### src/rtl/wb_stage_pipelined_if.sv
// ----------------------------------------------------------------------------
// wb_stage_pipelined_if
//   Instruction hand-off bundle from the memory stage into the writeback stage.
//   master : the memory stage (drives the instruction, observes in_ready)
//   slave  : the writeback stage (observes the instruction, drives in_ready)
//
//   in_valid          instruction presented
//   in_ready          stage can accept
//   in_pc             instruction PC
//   in_alu_result     ALU result, or effective address for loads
//   in_imm            immediate (lui)
//   in_rd             destination register
//   in_reg_write      instruction writes rd
//   in_wb_sel         00 ALU, 01 MEM, 10 PC+PC_STEP, 11 IMM
//   in_load_size      00 byte, 01 half, 10 word, 11 double
//   in_load_unsigned  1 = zero-extend, 0 = sign-extend
// ----------------------------------------------------------------------------
interface wb_stage_pipelined_if #(
    parameter int XLEN       = 32,
    parameter int REG_ADDR_W = 5
);
    logic                  in_valid;
    logic                  in_ready;
    logic [XLEN-1:0]       in_pc;
    logic [XLEN-1:0]       in_alu_result;
    logic [XLEN-1:0]       in_imm;
    logic [REG_ADDR_W-1:0] in_rd;
    logic                  in_reg_write;
    logic [1:0]            in_wb_sel;
    logic [1:0]            in_load_size;
    logic                  in_load_unsigned;

    modport master (
        output in_valid, in_pc, in_alu_result, in_imm, in_rd,
               in_reg_write, in_wb_sel, in_load_size, in_load_unsigned,
        input  in_ready
    );

    modport slave (
        input  in_valid, in_pc, in_alu_result, in_imm, in_rd,
               in_reg_write, in_wb_sel, in_load_size, in_load_unsigned,
        output in_ready
    );
endinterface

### src/rtl/wb_stage_pipelined.sv
// ----------------------------------------------------------------------------
// wb_stage_pipelined
//   Registered writeback stage. Accepts one retiring instruction per cycle,
//   selects the writeback source (ALU / load data / link address / immediate),
//   waits for variable-latency load data with a timeout, extracts and extends
//   the addressed byte/half/word/double, and presents a one-cycle register-file
//   write. Counts committed instructions and flags memory timeouts (sticky).
//
//   clk, rst_n        clock (rising edge), asynchronous active-low reset
//   in_bus            instruction hand-off (slave side)
//   mem_rvalid        load data valid
//   mem_rdata         aligned memory word
//   rf_we/waddr/wdata register-file write port
//   retired_count     committed-instruction count (wraps)
//   mem_timeout_err   sticky load-timeout flag
// ----------------------------------------------------------------------------
module wb_stage_pipelined #(
    parameter int XLEN        = 32,
    parameter int REG_ADDR_W  = 5,
    parameter int PC_STEP     = 4,
    parameter int MEM_TIMEOUT = 255
) (
    input  logic                  clk,
    input  logic                  rst_n,
    wb_stage_pipelined_if.slave   in_bus,
    input  logic                  mem_rvalid,
    input  logic [XLEN-1:0]       mem_rdata,
    output logic                  rf_we,
    output logic [REG_ADDR_W-1:0] rf_waddr,
    output logic [XLEN-1:0]       rf_wdata,
    output logic [31:0]           retired_count,
    output logic                  mem_timeout_err
);
    localparam int OFF_W = $clog2(XLEN / 8);
    localparam int TO_W  = $clog2(MEM_TIMEOUT + 1);

    typedef enum logic [1:0] {S_IDLE, S_WAIT_MEM, S_COMMIT} state_t;
    typedef enum logic [1:0] {SEL_ALU, SEL_MEM, SEL_PC, SEL_IMM} wb_sel_t;

    state_t                state, state_next;
    wb_sel_t               sel;
    logic                  accept;
    logic [TO_W-1:0]       tcount, tcount_next;
    logic                  err_set;
    logic                  load_capture;
    logic                  commit_we;
    logic [REG_ADDR_W-1:0] commit_addr;
    logic [XLEN-1:0]       commit_data;
    logic [XLEN-1:0]       src_data;

    // Captured load context, held while waiting for memory.
    logic [OFF_W-1:0]      ld_off;
    logic [1:0]            ld_size;
    logic                  ld_unsigned;
    logic [REG_ADDR_W-1:0] ld_rd;
    logic                  ld_reg_write;

    // Lane select, then left-justify and shift back down (arithmetic or
    // logical) so one expression handles every access width.
    function automatic logic [XLEN-1:0] extract(
        input logic [XLEN-1:0]  data,
        input logic [OFF_W-1:0] off,
        input logic [1:0]       size,
        input logic             uns
    );
        logic [OFF_W-1:0] lane;
        logic [XLEN-1:0]  sh;
        logic [XLEN-1:0]  r;
        int unsigned      amt;
        lane = off;
        amt  = XLEN - 32;
        case (size)
            2'b00: amt = XLEN - 8;
            2'b01: begin lane[0] = 1'b0;      amt = XLEN - 16; end
            2'b10: begin lane[1:0] = 2'b00;   amt = XLEN - 32; end
            default: begin lane = '0;         amt = 0;         end
        endcase
        sh = data >> {lane, 3'b000};
        r  = sh << amt;
        r  = uns ? (r >> amt) : XLEN'($signed(r) >>> amt);
        return r;
    endfunction

    assign sel             = wb_sel_t'(in_bus.in_wb_sel);
    assign in_bus.in_ready = (state != S_WAIT_MEM);
    assign accept          = in_bus.in_valid && in_bus.in_ready;

    always_comb begin
        case (sel)
            SEL_PC:  src_data = in_bus.in_pc + XLEN'(PC_STEP);
            SEL_IMM: src_data = in_bus.in_imm;
            default: src_data = in_bus.in_alu_result;
        endcase
    end

    always_ff @(posedge clk or negedge rst_n) begin
        if (!rst_n) state <= S_IDLE;
        else        state <= state_next;
    end

    // NOTE: every signal gets a default before the case so no path leaves a
    // value unassigned, which would otherwise infer a latch.
    always_comb begin
        state_next   = state;
        tcount_next  = tcount;
        err_set      = 1'b0;
        load_capture = 1'b0;
        commit_we    = 1'b0;
        commit_addr  = in_bus.in_rd;
        commit_data  = src_data;
        case (state)
            S_WAIT_MEM: begin
                // Data arriving on the limit cycle takes priority over timeout.
                if (mem_rvalid) begin
                    state_next  = S_COMMIT;
                    commit_we   = ld_reg_write && (ld_rd != '0);
                    commit_addr = ld_rd;
                    commit_data = extract(mem_rdata, ld_off, ld_size, ld_unsigned);
                end else if (tcount == TO_W'(MEM_TIMEOUT - 1)) begin
                    state_next = S_COMMIT;
                    err_set    = 1'b1;
                end else begin
                    tcount_next = tcount + 1'b1;
                end
            end
            default: begin
                if (accept) begin
                    if (sel == SEL_MEM) begin
                        state_next   = S_WAIT_MEM;
                        tcount_next  = '0;
                        load_capture = 1'b1;
                    end else begin
                        state_next = S_COMMIT;
                        commit_we  = in_bus.in_reg_write && (in_bus.in_rd != '0);
                    end
                end else begin
                    state_next = S_IDLE;
                end
            end
        endcase
    end

    // NOTE: sequential state uses non-blocking assignments so every register
    // samples pre-edge values regardless of statement order.
    always_ff @(posedge clk or negedge rst_n) begin
        if (!rst_n) begin
            rf_we           <= 1'b0;
            rf_waddr        <= '0;
            rf_wdata        <= '0;
            retired_count   <= '0;
            mem_timeout_err <= 1'b0;
            tcount          <= '0;
        end else begin
            rf_we  <= commit_we;
            tcount <= tcount_next;
            // Address/data only move on a real write so they hold otherwise.
            if (commit_we) begin
                rf_waddr <= commit_addr;
                rf_wdata <= commit_data;
            end
            if (state == S_COMMIT) retired_count <= retired_count + 32'd1;
            if (err_set)           mem_timeout_err <= 1'b1;
        end
    end

    // NOTE: load context is pure datapath, only read in WAIT_MEM after being
    // written on acceptance, so it carries no reset.
    always_ff @(posedge clk) begin
        if (load_capture) begin
            ld_off       <= in_bus.in_alu_result[OFF_W-1:0];
            ld_size      <= in_bus.in_load_size;
            ld_unsigned  <= in_bus.in_load_unsigned;
            ld_rd        <= in_bus.in_rd;
            ld_reg_write <= in_bus.in_reg_write;
        end
    end
endmodule

### src/flat_wrapper.sv
// flat-port wrapper written by rule: the top's interface ports become plain ports
module wb_stage_pipelined_flat 
#(
    parameter int XLEN        = 32,
    parameter int REG_ADDR_W  = 5,
    parameter int PC_STEP     = 4,
    parameter int MEM_TIMEOUT = 255
)
  (clk, rst_n, mem_rvalid, mem_rdata, rf_we, rf_waddr, rf_wdata, retired_count, mem_timeout_err, in_bus_in_valid, in_bus_in_pc, in_bus_in_alu_result, in_bus_in_imm, in_bus_in_rd, in_bus_in_reg_write, in_bus_in_wb_sel, in_bus_in_load_size, in_bus_in_load_unsigned, in_bus_in_ready);
  wb_stage_pipelined_if #(.XLEN(XLEN), .REG_ADDR_W(REG_ADDR_W)) in_bus_i ();
  input  logic clk;
  input  logic rst_n;
  input  logic mem_rvalid;
  input  logic [XLEN-1:0] mem_rdata;
  output logic rf_we;
  output logic [REG_ADDR_W-1:0] rf_waddr;
  output logic [XLEN-1:0] rf_wdata;
  output logic [31:0] retired_count;
  output logic mem_timeout_err;
  input wire logic [$bits(in_bus_i.in_valid)-1:0] in_bus_in_valid;
  input wire logic [$bits(in_bus_i.in_pc)-1:0] in_bus_in_pc;
  input wire logic [$bits(in_bus_i.in_alu_result)-1:0] in_bus_in_alu_result;
  input wire logic [$bits(in_bus_i.in_imm)-1:0] in_bus_in_imm;
  input wire logic [$bits(in_bus_i.in_rd)-1:0] in_bus_in_rd;
  input wire logic [$bits(in_bus_i.in_reg_write)-1:0] in_bus_in_reg_write;
  input wire logic [$bits(in_bus_i.in_wb_sel)-1:0] in_bus_in_wb_sel;
  input wire logic [$bits(in_bus_i.in_load_size)-1:0] in_bus_in_load_size;
  input wire logic [$bits(in_bus_i.in_load_unsigned)-1:0] in_bus_in_load_unsigned;
  output wire logic [$bits(in_bus_i.in_ready)-1:0] in_bus_in_ready;
  assign in_bus_i.in_valid = in_bus_in_valid;
  assign in_bus_i.in_pc = in_bus_in_pc;
  assign in_bus_i.in_alu_result = in_bus_in_alu_result;
  assign in_bus_i.in_imm = in_bus_in_imm;
  assign in_bus_i.in_rd = in_bus_in_rd;
  assign in_bus_i.in_reg_write = in_bus_in_reg_write;
  assign in_bus_i.in_wb_sel = in_bus_in_wb_sel;
  assign in_bus_i.in_load_size = in_bus_in_load_size;
  assign in_bus_i.in_load_unsigned = in_bus_in_load_unsigned;
  assign in_bus_in_ready = in_bus_i.in_ready;
  wb_stage_pipelined #(.XLEN(XLEN), .REG_ADDR_W(REG_ADDR_W), .PC_STEP(PC_STEP), .MEM_TIMEOUT(MEM_TIMEOUT)) u_core (.clk(clk), .rst_n(rst_n), .in_bus(in_bus_i), .mem_rvalid(mem_rvalid), .mem_rdata(mem_rdata), .rf_we(rf_we), .rf_waddr(rf_waddr), .rf_wdata(rf_wdata), .retired_count(retired_count), .mem_timeout_err(mem_timeout_err));
endmodule
### config.mk
export PLATFORM = sky130hd
export DESIGN_NAME = wb_stage_pipelined_flat
export DESIGN_NICKNAME = d
export VERILOG_FILES = /design/src/rtl/wb_stage_pipelined_if.sv /design/src/rtl/wb_stage_pipelined.sv /design/src/flat_wrapper.sv
export SDC_FILE = /design/constraint.sdc
export NUM_CORES = 1
export LEC_CHECK = 0
export ABC_AREA = 0
export BUFFER_PORTS_ARGS = -buffer_cell sky130_fd_sc_hd__buf_4
export CAP_MARGIN = 20
export CORE_MARGIN = 5
export CORE_UTILIZATION = 30
export CTS_CLUSTER_DIAMETER = 30
export DETAILED_ROUTE_END_ITERATION = 7
export SYNTH_ARGS = -nofsm -noshare
export SYNTH_HDL_FRONTEND = slang
export SYNTH_SLANG_ARGS = --single-unit
### constraint.sdc
create_clock -name clk -period 2.5 [get_ports clk]
set_input_delay 0.5 -clock clk [delete_from_list [all_inputs] [get_ports clk]]
set_output_delay 0.5 -clock clk [all_outputs]
set_load 0.005 [all_outputs]
==> results of run 1 <==
==> routing by layer <==
layer  GRT usage [%]  part of all wire, %  up-vias
met5               0                    0        -
met4            5.45                  2.4        0
met3            3.17                  5.5       26
met2            27.9                   46      175
met1            25.9                   46     2557
li1                -                    -     2599
==> power by group through the flow <==
stage	Clock (mW)	Sequential, mW	Combinational [mW]
5_1_grt	1.37	1.90	1.28
2_1_floorplan	0	1.89	0.446
3_3_place_gp	0	1.90	1.16
4_1_cts	1.31	1.87	1.18
6_report	1.27	1.87	1.16
3_5_place_dp	0	1.90	1.17
==> cells by family after synthesis <==
group	after synthesis	synth area share, %
xor+xnor	62	9.46
fa+ha+maj	4	0.872
buf+inv	42	3.84
mux	14	4.01
compound gates	123	16.3
flops	92	41.1
simple gates	253	24.5
==> flip-flops by register name (all words and copies together) (netlist names) <==
| signal | count |
|---|---|
| u_core.ld_off | 2 |
| u_core.ld_rd | 5 |
| u_core.ld_reg_write | 1 |
| u_core.ld_size | 2 |
| u_core.ld_unsigned | 1 |
| u_core.mem_timeout_err | 1 |
| u_core.retired_count | 32 |
| u_core.rf_waddr | 5 |
| u_core.rf_wdata | 32 |
| u_core.rf_we | 1 |
| u_core.state | 2 |
| u_core.tcount | 8 |
==> metrics by stage <==
stage               hold WS [ps]  cell area (um^2)  utilization (%)  std cells  worst slack, ps
finish                       126              7920             42.2       1044              376
global route                 164              7920             42.2       1044              268
CTS                          138              7920             42.2       1044              406
detailed placement           459              7650             40.7       1028              196
global placement             457              7650             40.7       1028              237
floorplan                    204              5740                -        590              484
==> worst max-delay path: stages (launching register included) <==
cell and delay, ps:
edfxtp_1 580, nor4bb_1 110, a221oi_1 350, o31ai_2 170, a21bo_4 290, nor2_4 100, buf_4 260, a221oi_1 120
==> layout make-up <==
cell class                      instances  area (um^2)  share of cell area [%]
Clock buffer                           11          233                    2.94
Clock inverter                          5         37.5                   0.474
Inverter                               10         37.5                   0.474
Multi-Input combinational cell        456         3160                    39.9
Sequential cell                        92         2360                    29.8
Tap cell                              234          293                    3.70
Timing Repair Buffer                  236         1800                    22.7
==> worst paths after layout <==
| path | start | end | slack [ps] | depth (start not counted) |
|---|---|---|---|---|
| worst min register to register | u_core.retired_count[31] | u_core.retired_count[31] | 460 | 1 |
| max in group asynchronous | rst_n | u_core.retired_count[20] | 1750 | 2 |
| worst max register to register | u_core.ld_size[1] | u_core.rf_wdata[23] | 380 | 7 |
| worst max-delay path | u_core.ld_size[1] | u_core.rf_wdata[23] | 380 | 7 |
| worst min-delay path | rst_n | u_core.mem_timeout_err | 130 | 1 |
| min in group clk | in_bus_in_load_unsigned | u_core.ld_unsigned | 330 | 1 |
==> placed cells by master (no fill, tap or decap), types with 6 or more instances in the layout <==
master / Yosys / routed
nand3_1: 23 / 23
buf_4: 4 / 234
a211oi_1: 7 / 7
dfrtp_1: 81 / 81
nor2_1: 54 / 54
xor2_1: 35 / 35
a22o_1: 10 / 10
xnor2_1: 27 / 27
nand4_1: 13 / 13
inv_1: 8 / 8
edfxtp_1: 11 / 11
o22ai_1: 6 / 6
nand2_1: 79 / 79
a221oi_1: 17 / 17
nand2b_1: 6 / 6
and3_1: 12 / 12
nor3_1: 12 / 12
a21oi_1: 28 / 28
clkbuf_16: 0 / 9
o21ai_0: 15 / 15
a31oi_1: 6 / 6
and2_1: 6 / 6
a221o_1: 8 / 8
and4_1: 6 / 6
mux4_2: 7 / 7
==> flow_summary.yaml, run 1 <==
outcome:
  status: "complete, no violations"
finish:
  fillers: 1891
  syn_to_final_growth_pct: 37.9
  antenna_cells: 0
  num-nets-final: 952
  drive_gt1_share_pct: 36.4
yosys:
  synth_edf_count: 11
  synth.distinct_cells: 66
  yosysTopAreaCell: "dfrtp_1"
  synthMostInstantiatedCell: "dfrtp_1"
  syn-num-nets: 737
  syn_area_um2: 5740
  netlist_instances: 590
  synth_area_leaders: "dfrtp_1 35%, edfxtp_1 5.8%, xor2_1 5.3%"
  synth-seq-cells: 92
  synth_ff_type: "dfrtp_1"
  syn-mean-instance-area_um2: 9.73
  synth_top_area_share_pct: 35.3
  synthArstFlopShare_pct: 88.0
  yosysWarnings: 0
  ys_seq_area_share_pct: 41.1
  synth_common_cells: "81 x dfrtp_1, 79 x nand2_1, 54 x nor2_1"
sta:
  finalWorstPathRequiredPeriod_ps: 2120
  tightest_slew_ps: 735
  relSlewSlack_pct: 51.0
  rsz0062_at_grt: "no"
  finalClockSkew_ps: 6.55
  fin_tns_setup_ps: 0
  timing.final.crit_share_pct: 85.0
  hold_viol: 0
  clock.fmax_mhz: 471
  setup_viol: 0
  slew_viol_final: 0
clocking:
  root_buffer: "clkbuf_16"
  clock_latency_ps: 350
  clk_pin_slew_ps: 70
  cts_hold_buffers: 0
  htreeDepth: 3
  cts.sinks: 92
  tritoncts: "done"
  numCtsBuffers: 9
  cts_setup_buffers: 0
  post_cts_resized: 0
  clockBufferDepth: 2
job:
  cap_violations: 0
worst_setup_path:
  required_ps: 2710
  cp.arrival_ps: 2330
  start_kind: "flip-flop"
  critPathMaxFanout: 16
  end_kind: "flip-flop"
  crit_type: "reg2reg"
global_routing:
  grt_max_degree: 46
  track_usage_pct: 18.1
  grt_antenna_before_repair: 0
  grt_pass1_vias: 5281
  grt-ovfl-total: 0
  grt_pass1_wl_um: 30800
pwr:
  p_sw_mw: 1.28
  p_int_mw: 3.02
  p_sw_share_pct: 29.8
  clockPowerShare_pct: 29.6
  total_power_mw: 4.30
  p_leak_nw: 3.60
  combPwrFrac_pct: 26.9
  peakVddDrop_mv: 0.289
  p_seq_share_pct: 43.5
  power_density_nw_per_um2: 544
die:
  fp.dieH_um: 148
  ios: 215
  die_w_um: 148
  rows: 50
  die-area_um2: 22000
  core_area_um2: 18800
  start_util_pct: 30.6
min_path:
  hold_path.class: "in2async"
place:
  dpl.hpwl_um: 16400
  port_buffers: 214
  gp_congestion: 0.843
routing:
  drc: 0
  routed_wl_um: 20300
  drtPass1Iterations: 5
  first_iter_violations: 372
  vias_per_cell: 5.13
  final_antenna_net_count: 0
  via_count: 5357
  wl_per_cell_um: 19.4
No activity file was read; power rests on OpenSTA's default activity.
==> run 2: changes to the inputs <==
==> constraint.sdc (replaced) <==
create_clock -name clk -period 1.8 [get_ports clk]
set_input_delay 0.36 -clock clk [delete_from_list [all_inputs] [get_ports clk]]
set_output_delay 0.36 -clock clk [all_outputs]
set_load 0.005 [all_outputs]
==> run 2 against run 1 <==
  * The run now ends with setup timing left
  * Total power is 55% higher
  * Non-clock buffer count rose by 89
  * Fmax is 11% higher
  * Die area is the same
  * Worst setup slack worse by 490 ps
  * Final area grew 15%
  * Hold slack better by 64 ps
  * Combinational power up 72%
  * Clock-buffer cell count unchanged
  * Critical path depth down 1
  * Largest cell class unchanged
  * Largest power group unchanged
==> flow_summary.yaml, run 2 (same netlist as run 1, synthesis figures left out) <==
worst_setup_path:
  required_ps: 2010
  crit_type: "reg2reg"
  cp.arrival_ps: 2130
  start_kind: "flip-flop"
  critPathMaxStageDelay_ps: 390
  end_kind: "flip-flop"
  reg2reg_slack_ps: -120
  critPathMaxFanout: 13
  reg2reg_depth: 6
  cp_cell_sequence: "or3_1 -> o311a_1 -> or2_4 -> buf_12 -> o22ai_2 -> a21oi_1"
  cp_slowest_cell: "edfxtp_1"
finish:
  num-nets-final: 1042
  final_cell_mix: "310 x buf_4, 80 x dfrtp_1, 78 x nand2_1"
  antenna_cells: 0
  final_common_cell: "buf_4"
  drive_gt1_share_pct: 49.1
  reg.largest.list: "u_core.retired_count (32), u_core.rf_wdata (32), u_core.tcount (8)"
  fin_util_pct: 48.5
  syn_to_final_growth_pct: 58.6
routing:
  vias_per_cell: 5.18
  routed_wl_um: 21800
  final_antenna_net_count: 0
  via_count: 5878
  drtPass1Iterations: 5
  drc: 0
  wl_per_cell_um: 19.2
  first_iter_violations: 446
sta:
  slew_viol_final: 0
  clock.fmax_mhz: 522
  timing.final.crit_share_pct: 106
  fin_tns_setup_ps: -3150
  setup_ws_ps: -115
  tightest_slew_ps: 452
  finalClockSkew_ps: 7.07
  finalWorstPathRequiredPeriod_ps: 1920
  hold_viol: 0
  rsz0062_at_grt: "yes"
  relSlewSlack_pct: 69.8
  setup_viol: 38
global_routing:
  grt_pass1_wl_um: 32700
  grt_antenna_before_repair: 0
  grt-ovfl-total: 0
  grt_max_degree: 46
  grt_pass1_vias: 5940
  track_usage_pct: 19.1
place:
  port_buffers: 214
  gp_congestion: 0.881
  dpl.hpwl_um: 17300
min_path:
  hold_depth: 1
  hold_path.class: "in2reg"
die:
  start_util_pct: 30.6
  core_area_um2: 18800
  rows: 50
  ios: 215
  die-area_um2: 22000
  fp.dieH_um: 148
  die_w_um: 148
outcome:
  status: "finished, violations left"
  violations: "setup timing"
clocking:
  clock_latency_ps: 350
  numCtsBuffers: 9
  clk_pin_slew_ps: 70
  tritoncts: "done"
  htreeDepth: 3
  cts.sinks: 92
  root_buffer: "clkbuf_16"
  clockBufferDepth: 2
pwr:
  power_density_nw_per_um2: 731
  peakVddDrop_mv: 0.358
  p_leak_nw: 4.18
job:
  cap_violations: 0
## run 2: critical path, delay by kind of cell, from the launching register on
kind | cells | cell delay (ps)
compound gates | 3 | 530
flops | 1 | 390
simple gates | 2 | 680
buf+inv | 1 | 170
## run 2: metal layers
metal | GRT usage, % | share of wire, % | up-vias
li1 | - | - | 2790
met1 | 25.7 | 43 | 2808
met2 | 30.4 | 47 | 240
met3 | 4.20 | 7.2 | 40
met4 | 6.74 | 3.1 | 0
met5 | 0 | 0 | -
## run 2: power by group
| part | internal (mW) | total, mW | leakage [nW] | switching, mW |
|---|---|---|---|---|
| Combinational | 1.12 | 1.99 | 2.90 | 0.871 |
| Clock | 1.21 | 2.05 | 0.162 | 0.838 |
| Sequential | 2.38 | 2.61 | 1.11 | 0.233 |
## run 2: layout make-up
| cell class | instances | area [um^2] |
|---|---|---|
| Tap cell | 234 | 293 |
| Fill cell | 1760 | 9670 |
| Clock buffer | 11 | 264 |
| Inverter | 10 | 37.5 |
| Multi-Input combinational cell | 457 | 3500 |
| Sequential cell | 92 | 2360 |
| Timing Repair Buffer | 325 | 2590 |
| Clock inverter | 5 | 61.3 |
## run 2: worst paths after layout
path                                          from                     end
max in group asynchronous                    rst_n     u_core.rf_wdata[26]
setup / recovery                   u_core.ld_rd[3]      u_core.rf_wdata[9]
setup reg to reg                   u_core.ld_rd[3]      u_core.rf_wdata[9]
hold reg to reg             u_core.mem_timeout_err  u_core.mem_timeout_err
hold / removal             in_bus_in_load_unsigned      u_core.ld_unsigned
min in group asynchronous                    rst_n        u_core.tcount[1]
## run 2: through the flow
stage	cell area (um^2)	worst slack (ps)	hold WS, ps	instances	power (mW)
after floorplan	5780	-52.9	64.4	590	3.27
after global placement	8300	-283	250	1103	4.45
after detailed placement	8300	-322	250	1103	4.49
after CTS	8850	-129	173	1128	6.63
after global routing	9100	-216	171	1134	7.00
final	9100	-115	190	1134	6.65
## run 2: what timing repair did
item                                   4_1_cts  5_1_grt
hold buffers                                 1        0
buffers inserted                             6        6
pin swaps                                    5       15
cloned                                       2        1
endpoints found under the hold margin       15        0
gates resized for setup                     28       45
setup endpoints to repair                   43       55
==> run 3: changes to the inputs <==
--- a/config.mk
+++ b/config.mk
@@ -6,12 +6,15 @@
 export NUM_CORES = 1
 export LEC_CHECK = 0
 export ABC_AREA = 0
+export ABC_CLOCK_PERIOD_IN_PS = 1800
 export BUFFER_PORTS_ARGS = -buffer_cell sky130_fd_sc_hd__buf_4
 export CAP_MARGIN = 20
 export CORE_MARGIN = 5
-export CORE_UTILIZATION = 30
+export CORE_UTILIZATION = 45
 export CTS_CLUSTER_DIAMETER = 30
 export DETAILED_ROUTE_END_ITERATION = 7
+export PLACE_DENSITY = 0.77
+export SKIP_CTS_REPAIR_TIMING = 1
 export SYNTH_ARGS = -nofsm -noshare
 export SYNTH_HDL_FRONTEND = slang
 export SYNTH_SLANG_ARGS = --single-unit
==> run 3 against run 2 <==
  * The flow still finishes with violations (setup timing)
  * Non-clock buffer count down 19
  * Die area down 31%
  * Global-route usage up 7.1 points
  * Combinational power about the same
  * Clock-buffer cell count unchanged
  * Via count up 2.0%
  * Fmax down 2.7%
  * Clock power down 10%
  * Final area down 3.4%
  * Total power down 3.1%
  * Register-to-register slack worse by 50 ps
  * First-iteration DRC count up 22%
==> flow_summary.yaml, run 3 (same netlist as run 1, synthesis figures left out) <==
job:
  cap_violations: 0
place:
  port_buffers: 214
  detailed_place.area_um2: 8140
  gp_congestion: 0.984
  dpl.hpwl_um: 16200
worst_setup_path:
  reg2reg_depth: 6
  start_kind: "flip-flop"
  cp.arrival_ps: 2170
  required_ps: 2000
  end_kind: "flip-flop"
  critPathMaxFanout: 12
  crit_type: "reg2reg"
sta:
  tightest_slew_ps: 531
  rsz0062_at_grt: "yes"
  slew_viol_final: 0
  timing.final.crit_share_pct: 109
  finalWorstPathRequiredPeriod_ps: 1970
  hold_viol: 0
  relSlewSlack_pct: 64.4
  clock.fmax_mhz: 508
  finalClockSkew_ps: 8.94
  setup_viol: 37
  setup_ws_ps: -167
  fin_hold_ws_ps: 204
clocking:
  cts.sinks: 92
  htreeDepth: 3
  clockBufferDepth: 2
  root_buffer: "clkbuf_16"
  clock_latency_ps: 350
  numCtsBuffers: 9
  tritoncts: "done"
  clk_pin_slew_ps: 70
die:
  die-area_um2: 15100
  start_util_pct: 45.7
  rows: 41
  fp.dieH_um: 123
  die_w_um: 123
  ios: 215
  core_area_um2: 12600
min_path:
  hold_path.class: "in2reg"
  hold_depth: 1
finish:
  design_area_um2: 8790
  final_cell_mix: "292 x buf_4, 79 x dfrtp_1, 78 x nand2_1"
  drive_gt1_share_pct: 47.7
  num-nets-final: 1022
  final_common_cell: "buf_4"
  syn_to_final_growth_pct: 53.2
  antenna_cells: 0
  reg.largest.list: "u_core.retired_count (32), u_core.rf_wdata (32), u_core.tcount (8)"
global_routing:
  grt_antenna_before_repair: 0
  grt_max_degree: 40
  track_usage_pct: 26.2
  grt_pass1_wl_um: 30500
  grt_pass1_vias: 5852
  grt-ovfl-total: 0
routing:
  first_iter_violations: 544
  routed_wl_um: 20800
  final_antenna_net_count: 0
  vias_per_cell: 5.70
  via_count: 5998
  drtPass1Iterations: 6
  drc: 0
  wl_per_cell_um: 19.8
pwr:
  p_sw_mw: 1.96
  p_sw_share_pct: 30.4
  power_density_nw_per_um2: 733
  p_seq_share_pct: 40.9
  clockPowerShare_pct: 28.6
  p_int_mw: 4.49
  peakVddDrop_mv: 0.466
  combPwrFrac_pct: 30.6
  p_leak_nw: 4.05
outcome:
  status: "finished, violations left"
  violations: "setup timing"
==> run 3: cell count changes in the layout (fill, tap and decap cells not counted), sizes merged <==
cell	change
bufinv	-1
buf	-19
nor2	-1
clkinv	+1
==> run 3: per-stage QoR <==
| step | power (mW) | cells | setup TNS [ps] | worst slack [ps] | utilization [%] |
|---|---|---|---|---|---|
| 2_1_floorplan | 3.27 | 590 | -255 | -52.9 | - |
| 3_3_place_gp | 4.36 | 1027 | -7780 | -267 | 64.8 |
| 3_5_place_dp | 4.44 | 1027 | -8930 | -292 | 64.8 |
| 4_1_cts | 6.26 | 1043 | -6020 | -218 | 67.0 |
| 5_1_grt | 6.72 | 1052 | -6200 | -213 | 69.9 |
| 6_report | 6.44 | 1052 | -3460 | -167 | 69.9 |
==> run 3: final cells by class <==
class,count,area (um^2)
Multi-Input combinational cell,456,3440
Sequential cell,92,2360
Clock buffer,11,243
Tap cell,172,215
Timing Repair Buffer,306,2450
Clock inverter,5,42.5
Fill cell,936,3780
Inverter,10,37.5
==> run 3: metal layers <==
layer | global-route usage [%] | vias to the layer above | share of wire (%)
li1 | - | 2747 | -
met1 | 34.6 | 2905 | 39
met2 | 41.2 | 293 | 48
met3 | 7.04 | 53 | 8.9
met4 | 9.80 | 0 | 3.2
met5 | 0 | - | 0
==> run 3: worst max-delay path: stages (launching register included) <==
cell and delay (ps):
edfxtp_1 390, or3_1 400, o311a_1 350, or2_4 300, buf_12 170, nor2_1 160, a221oi_2 60
==> run 3: power groups by stage <==
stage | Combinational [mW] | Clock, mW | Sequential (mW)
after floorplan | 0.634 | 0 | 2.63
after global placement | 1.75 | 0 | 2.62
after detailed placement | 1.80 | 0 | 2.63
after CTS | 1.81 | 1.86 | 2.60
after global routing | 2.11 | 1.94 | 2.66
final | 1.97 | 1.84 | 2.63
==> run 3: worst paths after layout <==
path,startpoint,endpoint,slack (ps)
worst min register to register,u_core.mem_timeout_err,u_core.mem_timeout_err,460
min in group asynchronous,rst_n,u_core.retired_count[20],480
worst max register to register,u_core.ld_rd[3],u_core.rf_wdata[23],-170
worst min-delay path,in_bus_in_load_unsigned,u_core.ld_unsigned,200
max in group asynchronous,rst_n,u_core.state[0],740
worst max-delay path,u_core.ld_rd[3],u_core.rf_wdata[23],-170
